==> src/rtl/ca_run_sequencer.sv <==
`default_nettype none
// +--------------------------------------------------------------------------+
// | ca_run_sequencer                                                         |
// | Drives INIT/DOIT/HOLD into an elementary CA cell ring and streams each   |
// | generation's ring state out over a valid/ready handshake.                |
// | Revision: 1.0                                                            |
// +--------------------------------------------------------------------------+
module ca_run_sequencer #(
  parameter int WIDTH = 8,
  parameter int GEN_W = 8
) (
  input  logic             clk,
  input  logic             rst_n,
  input  logic             start_i,
  input  logic [7:0]       rule_i,
  input  logic [WIDTH-1:0] seed_i,
  input  logic [GEN_W-1:0] gens_i,
  input  logic             stop_on_fixed_i,
  output logic             busy_o,
  output logic [1:0]       ca_op_o,
  output logic [7:0]       ca_rule_o,
  output logic [WIDTH-1:0] ca_seed_o,
  input  logic [WIDTH-1:0] ca_state_i,
  output logic             out_valid_o,
  input  logic             out_ready_i,
  output logic [WIDTH-1:0] out_state_o,
  output logic [GEN_W-1:0] out_gen_o,
  output logic             fixed_o,
  output logic             done_o
);

  localparam logic [2:0] c_st_idle    = 3'd0;
  localparam logic [2:0] c_st_load    = 3'd1;
  localparam logic [2:0] c_st_capture = 3'd2;
  localparam logic [2:0] c_st_emit    = 3'd3;
  localparam logic [2:0] c_st_step    = 3'd4;
  localparam logic [2:0] c_st_done    = 3'd5;

  localparam logic [1:0] c_op_init = 2'd0;
  localparam logic [1:0] c_op_doit = 2'd1;
  localparam logic [1:0] c_op_hold = 2'd2;

  logic [2:0]       r_state;
  logic [1:0]       r_op;
  logic             r_busy;
  logic [7:0]       r_rule;
  logic [WIDTH-1:0] r_seed;
  logic [GEN_W-1:0] r_gens;
  logic             r_stop;
  logic [GEN_W-1:0] r_gen_cnt;
  logic [WIDTH-1:0] r_snap;
  logic [GEN_W-1:0] r_out_gen;
  logic             r_fixed;
  logic             r_valid;
  logic             r_done;

  logic w_handshake;
  logic w_finish;

  assign w_handshake = r_valid && out_ready_i;
  assign w_finish    = (r_gen_cnt == r_gens) || (r_stop && r_fixed);

  // op/valid/busy/done are registered against the state being entered so
  // every output is a clean flop and INIT/DOIT last exactly one cycle.
  always_ff @(posedge clk or negedge rst_n) begin
    if (!rst_n) begin
      r_state   <= c_st_idle;
      r_op      <= c_op_hold;
      r_busy    <= 1'b0;
      r_rule    <= '0;
      r_seed    <= '0;
      r_gens    <= '0;
      r_stop    <= 1'b0;
      r_gen_cnt <= '0;
      r_snap    <= '0;
      r_out_gen <= '0;
      r_fixed   <= 1'b0;
      r_valid   <= 1'b0;
      r_done    <= 1'b0;
    end else begin
      r_done <= 1'b0;
      case (r_state)
        c_st_idle: begin
          if (start_i) begin
            r_rule    <= rule_i;
            r_seed    <= seed_i;
            r_gens    <= gens_i;
            r_stop    <= stop_on_fixed_i;
            r_gen_cnt <= '0;
            r_fixed   <= 1'b0;
            r_busy    <= 1'b1;
            r_op      <= c_op_init;
            r_state   <= c_st_load;
          end
        end
        c_st_load: begin
          r_op    <= c_op_hold;
          r_state <= c_st_capture;
        end
        c_st_capture: begin
          r_snap    <= ca_state_i;
          r_out_gen <= r_gen_cnt;
          // Seed has no predecessor, so only later generations can be fixed.
          if ((r_gen_cnt != '0) && (ca_state_i == r_snap)) begin
            r_fixed <= 1'b1;
          end
          r_valid <= 1'b1;
          r_state <= c_st_emit;
        end
        c_st_emit: begin
          if (w_handshake) begin
            r_valid <= 1'b0;
            if (w_finish) begin
              r_done  <= 1'b1;
              r_state <= c_st_done;
            end else begin
              r_op    <= c_op_doit;
              r_state <= c_st_step;
            end
          end
        end
        c_st_step: begin
          r_gen_cnt <= r_gen_cnt + GEN_W'(1);
          r_op      <= c_op_hold;
          r_state   <= c_st_capture;
        end
        c_st_done: begin
          r_busy  <= 1'b0;
          r_state <= c_st_idle;
        end
        default: begin
          r_op    <= c_op_hold;
          r_busy  <= 1'b0;
          r_valid <= 1'b0;
          r_state <= c_st_idle;
        end
      endcase
    end
  end

  assign busy_o      = r_busy;
  assign ca_op_o     = r_op;
  assign ca_rule_o   = r_rule;
  assign ca_seed_o   = r_seed;
  assign out_valid_o = r_valid;
  assign out_state_o = r_snap;
  assign out_gen_o   = r_out_gen;
  assign fixed_o     = r_fixed;
  assign done_o      = r_done;

endmodule
`default_nettype wire

==> config.mk <==
export PLATFORM = sky130hd
export DESIGN_NAME = ca_run_sequencer
export DESIGN_NICKNAME = d
export VERILOG_FILES = /design/src/rtl/ca_run_sequencer.sv
export SDC_FILE = /design/constraint.sdc
export NUM_CORES = 1
export LEC_CHECK = 0
export ABC_CLOCK_PERIOD_IN_PS = 3100
export BUFFER_PORTS_ARGS = -buffer_cell sky130_fd_sc_hd__buf_2
export CAP_MARGIN = 5
export CORE_UTILIZATION = 40
export DETAILED_ROUTE_END_ITERATION = 10
export PLACE_DENSITY = 0.62
export SLEW_MARGIN = 20
export SYNTH_ARGS = -nofsm -noshare
export SYNTH_HDL_FRONTEND = slang
export SYNTH_SLANG_ARGS = --single-unit
==> constraint.sdc <==
create_clock -name clk -period 3.1 [get_ports clk]
set_input_delay 0.62 -clock clk [delete_from_list [all_inputs] [get_ports clk]]
set_output_delay 0.62 -clock clk [all_outputs]
set_load 0.02 [all_outputs]
==> metrics.txt <==
Finished Core Util=between 50% and 60%; final critical delay including setup and external delays=1710 ps; Total Neg Setup Slack=0 ps; number of buffers created by CTS=9; main flop type after synthesis=dfrtp_1; worst setup path start=r_state[1]; top library cells by usage in the layout, fill and taps aside=nand2_1, buf_2, dfrtp_1; Post-CTS Repair Setup Buffers=0; most common library cell in the layout ignoring fill and taps=nand2_1; sequential share of power=40.0%; critical path fanouts, max=17; Detailed Route Iter0 Violations=120; setup repair after global routing missed its margin=no; # IOs=75; number of hold violations in the final report=0; clock root buffer=clkbuf_8; proportion of register bits with asynchronous set or reset after synthesis=100%; Resized cells post-CTS=0; switching fraction of total power=38.4%; cell count after synthesis=249; Sw Pwr=roughly 1.3 mW; CP endpoint=out_state_o[7]; hold crit path type=in -> async; cts hold-fix bufs=0; final clock period utilization by the worst path=55.2%; critical path class=reg -> reg; routed vias/inst=between 4 and 5; global routing met2 resource utilization=26.7%; post-route antenna net violation count=0; Worst Setup End Kind=flop; Via Count=2,017; worst path arrival time=1920 ps; Slowest-stage cell, CP=dfrtp_1; overflow left after global routing=0; estimated wirelength of the detail-placed design=3800 um; Longest Clk Path Bufs=2; unique cell type count in the Yosys netlist=44; CTS H-Tree Depth=3; vias in the first global route=2,021; cell-by-cell trace of the critical path=nand2b_2, nor2_8, mux2_2; Die Y-Extent=83.6 um; Cells after DPL=roughly 400; final max-slew violation count=0; area of all placed cells without fillers=0.00327 sq mm; slew of the pin with the lowest slew margin=582 ps; Die Footprint=0.00699 sq mm; worst stage delay on the critical path=670 ps; Global Route met3 Usage=4.95%; placed cell area=0.00305 sq mm; final count of negative-setup-slack endpoints=0; EDFF count, synth=0; initial core utilization=41.7%; outcome=finished, final reports clean; skew final=7.38 ps; placeable core region=0.00639 sq mm; netlist area before placement=0.00266 sq mm; met1 layer usage reported by global route=22.3%; Crit Reg-Reg Endpoint=out_state_o[7]; Nets=between 300 and 400; placer congestion estimate=0.762; number of DRC violations after detailed routing=0; average footprint of a synthesized cell=about 11 sq um; CTS sink count=58; buffers plus inverters on the worst setup path=0; Largest delay share family, worst path=flip-flops; Area Growth Syn to Fin=22.9%; number of core rows=29; fmax=0.585 GHz; Port Buffer Count=74; number of optimization iterations in the first detailed-route pass=6; worst slew slack as a fraction of its limit=61.2%; detailed-route wire length=5360 um; Critical Path Start Type=flop; clock tree from TritonCTS=built; Seq cells post-synth=between 50 and 60; relative contribution of the clock network to total power=23.3%; synth warn=0; Max-cap violations=0; Worst Path Required=about 3300 ps; pin count of the biggest net entering global routing=36; cell-internal power=~2 mW; share of the yosys chip area belonging to registers=54.5%; clock-pin slew on the worst setup and hold paths=70 ps; GR peak layer=met2; maximum resistive drop on vdd=roughly 0.00053 V; r2r startpoint=r_state[1]; total routing usage reported by global routing=17.1%; Filler Cell Count=about 600; Worst Reg2Reg Path Length in Cells=3; global-route wire length before repair=9510 um; Static Leakage=1.73 nW; final cell count without fillers=between 400 and 500; worst hold slack across all endpoints=between 200 and 300 ps; clk_lat worst skew=approximately 330 ps; number of diodes=0; PwrDens=between 900 and 1000 mW/mm^2; number of antenna violations at the first check in global routing=0; WP depth=3; setup slack on the worst flop-to-flop path=between 1000 and 1500 ps; Die W=83.6 um; net count after synthesis=288; layout cells sized above 1=35.6%; share of power burned in combinational logic=36.7%; average wire per cell in the routed design=roughly 13 um
## metal layers
layer	part of all wire (%)	up-vias
met5	0	-
met3	5.5	2
met4	0.54	0
met2	49	54
li1	-	995
met1	45	966
## how the worst min path moves through the flow
stage,from,end,slack [ps]
finish,rst_n,out_valid_o,260
global route,rst_n,out_valid_o,300
CTS,rst_n,out_valid_o,280
detailed placement,ca_rule_o[3],ca_rule_o[3],460
global placement,ca_rule_o[6],ca_rule_o[6],460
floorplan,rst_n,busy_o,320
## registers in the layout, indices dropped and copies added, names as in the netlist
| signal | count |
|---|---|
| busy_o | 1 |
| done_o | 1 |
| r_gen_cnt | 8 |
| fixed_o | 1 |
| out_valid_o | 1 |
| r_stop | 1 |
| out_gen_o | 8 |
| ca_rule_o | 8 |
| ca_seed_o | 8 |
| out_state_o | 8 |
| ca_op_o | 2 |
| r_state | 3 |
| r_gens | 8 |
## per-stage QoR
| step | setup slack (ps) | total power, mW |
|---|---|---|
| after floorplan | 1500 | 2.22 |
| after global placement | 1330 | 2.50 |
| after detailed placement | 1320 | 2.53 |
| after CTS | 1380 | 3.30 |
| after global routing | 1250 | 3.50 |
| final | 1390 | 3.26 |
## worst register-to-register path: cells and delay by family, from the launching register on
family / cells / cell delay (ps)
flops: 1 / 670
mux: 1 / 390
simple gates: 2 / 520
## power groups by stage
stage	Sequential, mW	Clock, mW	Combinational (mW)
after detailed placement	1.31	0	1.22
after global routing	1.35	0.823	1.32
after global placement	1.30	0	1.19
after floorplan	1.47	0	0.744
final	1.30	0.759	1.20
after CTS	1.30	0.782	1.22
## logic make-up after synthesis
| family | Yosys count | share of synthesized area, % |
|---|---|---|
| DFF | 58 | 54.5 |
| muxes | 17 | 7.14 |
| xor gates and xnor gates | 17 | 5.59 |
| and+or+nand+nor | 112 | 20.3 |
| buffers and inverters | 16 | 4.41 |
| AOI/OAI and AO/OA | 27 | 7.09 |
| adders and majority gates | 2 | 0.939 |
## synth_stat cells (2+ instances only)
cell type	count	share of area (%)
nor3_1	2	0.38
dfrtp_1	57	54
a31oi_1	2	0.47
a22o_1	2	0.66
nor2_1	7	0.99
xnor2_1	2	0.66
nand2_1	83	12
inv_1	5	0.70
nor4_1	3	0.70
mux2_2	16	6.8
o22ai_1	2	0.47
xor2_1	15	4.9
buf_6	4	1.7
ha_1	2	0.94
o21ai_0	4	0.75
o21ai_1	6	1.1
buf_4	2	0.56
buf_2	3	0.56
and3_1	2	0.47
a21oi_1	2	0.38
nand4_1	3	0.70
nand3_1	3	0.56
## cell type report
cell class | count | area (sq um) | area share (%)
sequential | 58 | 1450 | 44.4
multi-input combinational | 175 | 1090 | 33.4
timing repair buffer | 77 | 393 | 12.0
clock buffer | 11 | 141 | 4.32
tap | 77 | 96.3 | 2.94
clock inverter | 5 | 77.6 | 2.37
inverter | 5 | 18.8 | 0.573
Note: power is estimated with default switching activity, not from simulation.
